--- config.mk ---
export PLATFORM = sky130hd
export DESIGN_NAME = ov7670_config
export DESIGN_NICKNAME = d
export VERILOG_FILES = /design/src/rtl/ov7670_config.sv
export SDC_FILE = /design/constraint.sdc
export NUM_CORES = 1
export LEC_CHECK = 0
export ABC_CLOCK_PERIOD_IN_PS = 2950
export CORE_MARGIN = 8
export CORE_UTILIZATION = 54
export DETAILED_ROUTE_END_ITERATION = 8
export HOLD_SLACK_MARGIN = 0.03
export PLACE_DENSITY = 0.91
export SLEW_MARGIN = 20
export SYNTH_ARGS = -nofsm -noshare
export SYNTH_HDL_FRONTEND = slang
export SYNTH_SLANG_ARGS = --single-unit
--- constraint.sdc ---
create_clock -name clk -period 2.95 [get_ports clk]
set_clock_uncertainty 0.15 [all_clocks]
set_input_delay 0.59 -clock clk [delete_from_list [all_inputs] [get_ports clk]]
set_output_delay 0.59 -clock clk [all_outputs]
set_load 0.05 [all_outputs]
--- src/rtl/ov7670_config.sv ---
// OV7670 register configuration sequencer.
// Walks a register ROM of {sub_address, data} entries and hands each write to an
// SCCB master. Two ROM values are reserved: 16'hFFFF ends the sequence and
// 16'hFFF0 inserts a DELAY_CYCLES pause. After each write the block idles for
// GUARD_CYCLES before fetching the next entry.
// Optional feature: define OV7670_CFG_TIMEOUT_EN to add a cfg_error output and
// a watchdog that aborts the sequence when the SCCB master stops reporting phases.
module ov7670_config #(
  parameter int unsigned ROM_AW         = 8,
  parameter int unsigned DELAY_CYCLES   = 1_000_000,
  parameter int unsigned GUARD_CYCLES   = 32,
  parameter int unsigned TIMEOUT_CYCLES = 4096
) (
  input  logic              clk,
  input  logic              rst,
  input  logic              cfg_start,
  output logic [ROM_AW-1:0] rom_addr,
  input  logic [15:0]       rom_data,
  output logic              sccb_start,
  output logic [7:0]        sub_address,
  output logic [7:0]        data,
  input  logic              one_phase_done,
  output logic              cfg_busy,
  output logic              cfg_done
`ifdef OV7670_CFG_TIMEOUT_EN
  , output logic            cfg_error
`endif
);

  localparam logic [15:0] END_MARKER   = 16'hFFFF;
  localparam logic [15:0] DELAY_MARKER = 16'hFFF0;

  typedef enum logic [2:0] {
    IDLE,
    FETCH,
    DECODE,
    SEND,
    WAIT_PH,
    GUARD,
    DELAY,
    DONE
  } state_t;

  state_t      state;
  state_t      state_next;
  logic [31:0] cnt;
  logic [1:0]  phase_cnt;
  logic        last_phase;
  logic        cnt_expire;
  logic        at_last_addr;
  logic        wdog_expire;

  // Reject parameter values the counters cannot honour at elaboration time.
  if (GUARD_CYCLES < 1 || GUARD_CYCLES > 255 || TIMEOUT_CYCLES < 1) begin : g_bad_param
    $error("ov7670_config: GUARD_CYCLES must be 1..255 and TIMEOUT_CYCLES at least 1");
  end

  assign last_phase   = one_phase_done && (phase_cnt == 2'd2);
  assign cnt_expire   = (cnt <= 32'd1);
  assign at_last_addr = (rom_addr == {ROM_AW{1'b1}});

`ifdef OV7670_CFG_TIMEOUT_EN
  logic [31:0] wdog;

  // The watchdog only fires on a clock with no phase pulse; a pulse always reloads it.
  assign wdog_expire = !one_phase_done && (wdog <= 32'd1);

  // Watchdog counter and sticky error flag.
  always_ff @(posedge clk) begin
    if (rst) begin
      wdog      <= '0;
      cfg_error <= 1'b0;
    end else begin
      if (state == IDLE && cfg_start) begin
        cfg_error <= 1'b0;
      end
      if (state == SEND || (state == WAIT_PH && one_phase_done)) begin
        wdog <= TIMEOUT_CYCLES;
      end else if (state == WAIT_PH && wdog != '0) begin
        wdog <= wdog - 32'd1;
      end
      if (state == WAIT_PH && wdog_expire) begin
        cfg_error <= 1'b1;
      end
    end
  end
`else
  assign wdog_expire = 1'b0;
`endif

  // State register.
  always_ff @(posedge clk) begin
    if (rst) begin
      state <= IDLE;
    end else begin
      state <= state_next;
    end
  end

  // Next-state decision plus the purely state-decoded outputs.
  always_comb begin
    state_next = state;
    sccb_start = 1'b0;
    cfg_busy   = 1'b1;
    case (state)
      IDLE: begin
        cfg_busy = 1'b0;
        if (cfg_start) state_next = FETCH;
      end
      FETCH: state_next = DECODE;
      DECODE: begin
        if (rom_data == END_MARKER)        state_next = DONE;
        else if (rom_data == DELAY_MARKER) state_next = DELAY;
        else                               state_next = SEND;
      end
      SEND: begin
        sccb_start = 1'b1;
        state_next = WAIT_PH;
      end
      WAIT_PH: begin
        if (last_phase)       state_next = GUARD;
        else if (wdog_expire) state_next = DONE;
      end
      GUARD, DELAY: begin
        if (cnt_expire) state_next = at_last_addr ? DONE : FETCH;
      end
      DONE: begin
        cfg_busy   = 1'b0;
        state_next = IDLE;
      end
      default: state_next = IDLE;
    endcase
  end

  // Datapath: ROM address, latched write payload, phase/wait counters and done flag.
  always_ff @(posedge clk) begin
    if (rst) begin
      rom_addr    <= '0;
      sub_address <= '0;
      data        <= '0;
      cnt         <= '0;
      phase_cnt   <= '0;
      cfg_done    <= 1'b0;
    end else begin
      case (state)
        IDLE: begin
          if (cfg_start) begin
            rom_addr <= '0;
            cfg_done <= 1'b0;
          end
        end
        DECODE: begin
          if (rom_data == DELAY_MARKER) begin
            cnt <= DELAY_CYCLES;
          end else if (rom_data != END_MARKER) begin
            sub_address <= rom_data[15:8];
            data        <= rom_data[7:0];
          end
        end
        SEND: phase_cnt <= '0;
        WAIT_PH: begin
          if (last_phase) begin
            phase_cnt <= '0;
            cnt       <= GUARD_CYCLES;
          end else if (one_phase_done) begin
            phase_cnt <= phase_cnt + 2'd1;
          end
        end
        GUARD, DELAY: begin
          if (cnt_expire) begin
            cnt <= '0;
            if (!at_last_addr) rom_addr <= rom_addr + 1'b1;
          end else begin
            cnt <= cnt - 32'd1;
          end
        end
        default: ;
      endcase
      if (state != DONE && state_next == DONE) begin
        cfg_done <= 1'b1;
      end
    end
  end

endmodule

# Word level (Yosys, flattened, before mapping)
# Cells that the tools add are included.
# classes
add_sub_neg,3
order_cmp,1
n_eq_ne,20
muxes,23
bitwise,1
reduce_logical,15
# ops
op,n
2-to-1 mux 32 bit,3
one-hot mux 32 bit (3 select lines),1
== test 16 bit (second input constant),2
<= comparator 32 x 1 -> 1 bit (second input constant),1
subtractor 32 x 1 -> 32 bit (second input constant),1
2-to-1 mux 8 bit,3
one-hot mux 3 bit (7 select lines),1
2-to-1 mux 3 bit,6
inequality test 16 bit (second input constant),1
one-hot mux 8 bit (2 select lines),1
== test 3 bit (second input constant),5
inequality test 2 bit (second input constant),5
adder 8 x 1 -> 8 bit (second input constant),1
== test 8 bit (second input constant),1
nonzero test 2 bit,4
== test 3 x 2 -> 1 bit (second input constant),2
inequality test 3 bit (second input constant),2
AND reduction 3 bit,2
2-to-1 mux 1 bit,5
2-to-1 mux 2 bit,2
one-hot mux 2 bit (2 select lines),1
AND reduction 2 bit,2
AND reduction 4 bit,1
OR reduction 2 bit,2
7 further kinds,8
# word_totals
regBits,62
in_bits,20
elab_cells,70

# Depth between registers and ports, before layout
# Gate-level depths: netlist of the first run.
# logic_depth
word_depth,8
mapped_depth,9
ltp_nobuf,7

# Least setup slack after synthesis of the first run
# No wires, ideal clock.
# synth_timing
path_kind,reg2reg
from,register cnt[12]
to,register cnt[11]
setup_ps,136
arrival_ps,2316
required_time_ps,2664
setup_slack_ps,349
path_stages_with_launch,8
n_path_buf,1
synth_period_minus_slack_ps,2601
cell_sequence,dfxtp_1 > or4_4 > or3_4 > nor4_4 > nor2_1 > buf_2 > o311ai_0 > a31oi_1
# synth_between
elab_chain_len,3
# synth_lines
item,line_no,rtl
start: declaration,46,logic [31:0] cnt;
start signal: assignment,174,cnt <= cnt - 32'd1;
<= comparator 32 x 1 -> 1 bit,59,assign cnt_expire = (cnt <= 32'd1);
2-to-1 mux 32 bit,170,if (cnt_expire) begin
one-hot mux 32 bit (3 select lines),145,case (state)
# Every way passes these cells.
# A chain may end at the register's enable or synchronous reset.

# Final worst setup path of the first run
# layout_timing
from,register state[0]
to,output cfg_busy
# layout_between
elab_chain_len,3
word_cells_on_any_way,4
cone_classes,eq/ne: 1; mux: 1; reduce/logical: 2
# layout_lines
item,line_no,rtl
start: declaration,44,state_t state;
start signal: assignment,96,state <= state_next;
== test 3 bit / logical NOT 3 bit (equally long branches),105,case (state)
OR reduction 2 bit (no line) (*),--,
2-to-1 mux 1 bit (*),105,
end: declaration,23,"output logic cfg_busy,"
# Mark *: on every way between the ends. The rest lies on a longest branch, timed or not.

==> results of run 1 <==
## worst max path at each step
| stage | end | from |
|---|---|---|
| final | cfg_busy | state[0] |
| after global routing | cfg_done | rom_data[0] |
| after CTS | cfg_busy | state[0] |
| after detailed placement | cfg_done | rom_data[0] |
| after global placement | cfg_done | rom_data[0] |
| after floorplan | cnt[11] | cnt[12] |
## kinds of logic after synthesis
logic type	synth area share
AOI/OAI and AO/OA	0.130
DFF	0.406
and+or+nand+nor	0.285
buffers and inverters	0.0327
xor gates and xnor gates	0.0687
adders and majority gates	0.0155
muxes	0.0626
## worst register-to-register path, stage by stage, from the launching register on
cell,delay (ns)
dfxtp_1,0.36
or4_4,0.56
or3_4,0.37
nor4_4,0.47
o21ai_4,0.15
or3_1,0.38
a21oi_1,0.18
## area by class of cell
type / instances / area (um2)
clock inverter: 4 / 45.0
multi-input combinational: 276 / 1720
sequential: 62 / 1240
clock buffer: 12 / 155
fill: 409 / 1630
tap: 72 / 90.1
timing repair buffer: 63 / 601
inverter: 6 / 22.5
## metrics by stage
step | util | std cells
finish | 0.703 | 495
global route | 0.703 | 495
CTS | 0.703 | 495
detailed placement | 0.667 | 479
global placement | 0.667 | 479
floorplan | - | 360
## flip-flops by register name, summed over array words and instances, names as in the netlist
signal / count
cfg_done: 1
cnt: 32
data: 8
phase_cnt: 2
rom_addr: 8
state: 3
sub_address: 8
## layer usage
layer / global-route usage / vias up
li1: - / 1409
met1: 0.219 / 1361
met2: 0.314 / 71
met3: 0.0346 / 16
met4: 0.0982 / 0
met5: 0 / -
## power by group
part / leakage [uW] / internal (uW) / total, uW / switching (uW)
combinational: 0.000858 / 464 / 1160 / 700
sequential: 0.000501 / 915 / 1010 / 92.2
clock: 0.000106 / 432 / 757 / 325
total: 0.00147 / 1810 / 2930 / 1120
## layout by cell type (no fill, tap or decap), drive strengths merged, types with 6 or more instances in the layout
cell and instances:
nor4 13, nor2 58, clkdlybuf4s50 46, nand4 10, buf 17, a21oi 19, mux2i 18, inv 6
xor2 11, o21ai 15, xnor2 13, nor3 23, nand2 20, or3 6, dfxtp 62, nand3 10
clkbuf 12
==> metrics.md, run 1 <==
| Metric | Value |
|---|---|
| Power Dens Cells | `756 nW/um2` |
| Post-route setup TNS | `0 ns` |
| Die Y | `91.3 um` |
| Max IR drop VDD | `between 500 and 600 uV` |
| Status | `complete, no violations` |
| Largest net degree at the start of global routing | `19` |
| EDFF count, synth | `0` |
| Setup Viol. Count Final | `0` |
| DP HPWL | `5500 um` |
| Pre-CTS WS | `-0.164 ns` |
| H-tree levels | `3` |
| GRT overflow | `0` |
| R2R Path Start | `cnt[12]` |
| Syn nets | `approximately 380` |
| Fin. max-slew vios | `0` |
| Unrepaired setup endpoints after global routing | `false` |
| Share of flip-flops with an asynchronous set or reset | `0` |
| Max-cap violation count | `0` |
| Family with the most delay on the worst path | `buffers and inverters` |
| M1 WL | `3380 um` |
| Initial Utilization | `0.556` |
| Yosys cell types | `56` |
| Cts repair resizes | `0` |
| Crit path max fanout | `14` |
| RR Endpoint | `rom_addr[7]` |
| Die W | `91.3 um` |
| Period minus WS final | `2.86 ns` |
| Placement Cell Area | `3670 um2` |
| Synth Warn # | `0` |
| Cell Rows | `27` |
| Share of the yosys chip area belonging to registers | `0.406` |
| Gpl congestion | `0.835` |
| Critical path class | `register to output pin` |
| Cell Chain, Critical Path | `nor3_1, nor2_1, clkdlybuf4s50_1` |
| Cells on worst reg2reg path | `6` |
| Cell taking the most area after synthesis | `dfxtp_1` |
| CTS Sinks | `62` |
| Final Hold Slack | `0.342 ns` |
| Via Count | `2857` |
| CP Depth | `3` |
| Buf+Inv Stages, Crit Path | `1` |
| CTS tree | `done` |
| Total core area | `around 5500 um2` |
| Final Cell Area | `approximately 3900 um2` |
| Drt total wl | `7630 um` |
| Total CTS buffers | `9` |
| Top Metal Used | `met4` |
| Layout cells sized above 1 | `0.102` |
| Top-count cell post-synth | `dfxtp_1` |
| Fin nets | `441` |
| Tot GR Track Use | `0.186` |
| Number of global-route vias before repair | `between 2000 and 3000` |
| Setup WS post-layout | `0.0914 ns` |
| Met3 wire length | `317 um` |
| Synth Instances | `360` |
| Syn Std Cell Area | `3060 um2` |
| Syn avg cell area | `8.50 um2` |
| Internal reg-to-reg setup slack | `0.28 ns` |
| WHS Path Cells | `2` |
| Area Overhead vs Synth | `26.6%` |
| DRT iter0 DRCs | `139` |
| Worst hold start | `sub_address[3]` |
| TritonRoute pass-1 iters | `5` |
| Crit path arrival time | `roughly 2.1 ns` |
| Global-route wire length before repair | `12900 um` |
| Startpoint Class | `register` |
| Top cells by area, synth | `dfxtp_1 41%, nor2_1 7.1%, mux2i_1 5.9%` |
| Most used DFF post-synth | `dfxtp_1` |
| WL/cell | `roughly 15 um` |
| Buffers added on ports | `46` |
| Normalized max-slew margin | `0.646` |
| Worst hold path type | `register to register` |
| Slowest stage cell, crit path | `clkdlybuf4s50_1` |
| # DRC | `0` |
| Detail Route Antenna Nets | `0` |
| ANT cells | `0` |
| Post-CTS setup buffer count | `0` |
| Register bit total from synthesis | `62` |
| Worst EP required | `2.21 ns` |
| CP endpoint kind | `output pin` |
| Fin crit share | `0.969` |
| Hold EP | `sub_address[3]` |
| Worst-path clk slew | `0.07 ns` |
| Post-CTS Hold Buffers | `0` |
| Lkg Pwr | `0.00147 uW` |
| Initial antenna violation count | `0` |
| CP peak stage delay | `around 0.8 ns` |
| Met2 Routed Length | `3780 um` |
| Final Power | `2930 uW` |
| Max Freq | `roughly 0.35 GHz` |
| Synth top cells by count | `62 x dfxtp_1, 58 x nor2_1, 23 x nor3_1` |
| Deepest clock path buffer count | `2` |
| Synth top area share | `0.406` |
| Top-Level Pins | `47` |
| Clk_lat worst skew | `around 0.34 ns` |
| Tightest Pin Transition | `0.529 ns` |
| Root buf cell | `clkbuf_8` |
| Die ar. | `8330 um2` |
| Drt via density | `5.77` |
| Final Hold Viols | `0` |
Note: power is estimated with default switching activity, not from simulation.
==> run 2, diff against run 1 <==
- SLEW_MARGIN: 20 -> not set
==> results of run 2 <==
Final layout, timing and power as in run 1 (identical DEF).
==> run 3, diff against run 2 <==
- RECOVER_POWER: not set -> 100
==> run 3 against run 2 <==
  * Wire length unchanged
  * Register-to-register slack worse by 0.12 ns
  * Via count fell by 0.77%
  * Non-clock buffer count unchanged
  * Power down 1.7%
  * Utilization is 0.57 points lower
  * Worst hold slack worse by 0.0053 ns
  * Clock power about the same
  * First-iteration DRC count up 23%
  * Final cell count did not move
  * Critical endpoint unchanged
  * Largest power group unchanged
  * Highest routed layer unchanged
==> metrics.md, run 3 (same netlist as run 1, synthesis figures left out) <==
| Metric | Value |
|---|---|
| Status | `complete, no violations` |
| FILL cells | `420 (+2.7%)` |
| ANT cells | `0 (unchanged)` |
| Total CTS buffers | `9 (unchanged)` |
| Placement Cell Area | `3670 um2 (unchanged)` |
| Power Dens Cells | `749 nW/um2 (-0.88%)` |
| Critical path class | `register to output pin` |
| Max Freq | `0.351 GHz (+0.31%)` |
| Period minus WS final | `2.85 ns (-0.00887 ns)` |
| Number of global-route vias before repair | `2751 (unchanged)` |
| Most flops, register | `cnt` |
| Clk_lat worst skew | `0.35 ns (about the same)` |
| Cell Rows | `27 (unchanged)` |
| FF/Latch Area | `1240 um2 (unchanged)` |
| Drt via density | `5.73 (-0.77%)` |
| Fin crit share | `0.966 (-0.00301)` |
| Worst hold start | `sub_address[3]` |
| Total core area | `5510 um2 (unchanged)` |
| DP HPWL | `5500 um (unchanged)` |
| GRT overflow | `0 (unchanged)` |
| CP endpoint kind | `output pin` |
| R2R Path Start | `cnt[12]` |
| Cell Chain, Critical Path | `nor3_1, nor2_1, clkdlybuf4s50_1` |
| Final Cell Area | `3840 um2 (-0.81%)` |
| Max FFs per register | `32 (unchanged)` |
| Drt total wl | `7630 um (unchanged)` |
| CTS tree | `done` |
| Worst EP required | `2.21 ns (about the same)` |
| Top-Level Pins | `47 (unchanged)` |
| Gpl congestion | `0.835 (unchanged)` |
| Detail Route Antenna Nets | `0 (unchanged)` |
| Lkg Pwr | `0.00154 uW (+5.3%)` |
| Normalized max-slew margin | `0.504 (-0.142)` |
| RR Endpoint | `cfg_done` |
| Buffers added on ports | `46 (unchanged)` |
| DRT iter0 DRCs | `171 (+23%)` |
| Final Hold Viols | `0 (unchanged)` |
| Most common cell after layout, fill and taps aside | `dfxtp_1` |
| Max IR drop VDD | `562 uV (-2.0%)` |
| TritonRoute pass-1 iters | `4 (-1)` |
| Via Count | `2835 (-0.77%)` |
| Deepest clock path buffer count | `2 (unchanged)` |
| Root buf cell | `clkbuf_8` |
| Die W | `91.3 um (unchanged)` |
| Most frequent cells in the layout | `62 x dfxtp_1, 58 x nor2_1, 26 x dlygate4sd3_1` |
| Max-cap violation count | `0 (unchanged)` |
| Tightest Pin Transition | `0.744 ns (+0.215 ns)` |
| Area of the multi-input gates | `1700 um2 (-0.95%)` |
| Buf+Inv Stages, Crit Path | `1 (unchanged)` |
| # DRC | `0 (unchanged)` |
| Worst hold path type | `register to register` |
| Crit path arrival time | `2.11 ns (about the same)` |
| Hold EP | `sub_address[3]` |
| WL/cell | `15.4 um (unchanged)` |
| Area Overhead vs Synth | `25.6%` |
| WHS Path Cells | `2 (unchanged)` |
| CP peak stage delay | `0.82 ns (about the same)` |
| Startpoint Class | `register` |
| Unrepaired setup endpoints after global routing | `false` |
| Initial antenna violation count | `0 (unchanged)` |
| Tot GR Track Use | `0.186 (unchanged)` |
| Setup Viol. Count Final | `0 (unchanged)` |
| Global-route wire length before repair | `12900 um (unchanged)` |
| Slowest stage cell, crit path | `clkdlybuf4s50_1` |
| Family with the most delay on the worst path | `buffers and inverters` |
| Fin. max-slew vios | `0 (unchanged)` |
| Initial Utilization | `0.556 (unchanged)` |
| Cells on worst reg2reg path | `6 (unchanged)` |
| Post-CTS Hold Buffers | `0 (unchanged)` |
| Crit path max fanout | `14 (unchanged)` |
| Die ar. | `8330 um2 (unchanged)` |
| Largest net degree at the start of global routing | `19 (unchanged)` |
| Layout cells sized above 1 | `0.0922 (-0.00946)` |
| H-tree levels | `3 (unchanged)` |
| Final Util | `0.698 (-0.00568)` |
| CTS Sinks | `62 (unchanged)` |
| Fin nets | `441 (unchanged)` |
| Die Y | `91.3 um (unchanged)` |
| Worst-path clk slew | `0.07 ns (about the same)` |
| Internal reg-to-reg setup slack | `0.16 ns (-0.12 ns)` |
==> run 3: what timing repair did <==
item	CTS	global route
buffers inserted	0	0
endpoints found under the setup margin	0	2
resized for setup	0	1
==> run 3: how the worst max path moves through the flow <==
stage                      startpoint  slack (ns)       end  cells after the start
after CTS                    state[0]        0.12  cfg_busy                      3
after floorplan               cnt[12]        0.35   cnt[11]                      7
after global routing      rom_data[0]        0.03   cnt[30]                      8
after global placement    rom_data[0]       -0.01  cfg_done                      8
after detailed placement  rom_data[0]       -0.16  cfg_done                      8
final                        state[0]        0.10  cfg_busy                      3
==> run 3: final cells by class <==
type                    count  share of cell area
multi-input cells         276               0.443
flip-flops and latches     62               0.323
well taps                  72              0.0234
clock buffers              12              0.0404
repair buffers             63               0.152
clock inverters             4              0.0117
inverters                   6             0.00586
==> run 3: worst min-delay path, delay by kind of cell, from the launching register on <==
family        cells  cell delay [ns]
simple gates      1             0.07
mux               1             0.06
flops             1             0.32
==> run 3: stage by stage <==
step / total power (uW) / cells / TNS [ns] / hold WS (ns) / setup WS [ns]
after floorplan: 1830 / 360 / 0 / 0.314 / 0.349
after global placement: 2140 / 479 / -0.0191 / 0.321 / -0.0104
after detailed placement: 2170 / 479 / -0.693 / 0.333 / -0.164
after CTS: 2920 / 495 / 0 / 0.350 / 0.116
after global routing: 3020 / 495 / 0 / 0.369 / 0.0339
final: 2880 / 495 / 0 / 0.337 / 0.100
==> run 3: metal layers <==
| metal | global-route usage | vias up | routed length (um) |
|---|---|---|---|
| li1 | - | 1409 | - |
| met1 | 0.219 | 1347 | 3390 |
| met2 | 0.314 | 65 | 3740 |
| met3 | 0.0346 | 14 | 343 |
| met4 | 0.0982 | 0 | 149 |
| met5 | 0 | - | 0 |
==> run 3: report_power, final <==
group | switching (uW) | leakage, uW | internal, uW | total, uW
combinational | 690 | 0.000936 | 426 | 1120
sequential | 90.3 | 0.000501 | 915 | 1010
clock | 326 | 0.000106 | 432 | 758
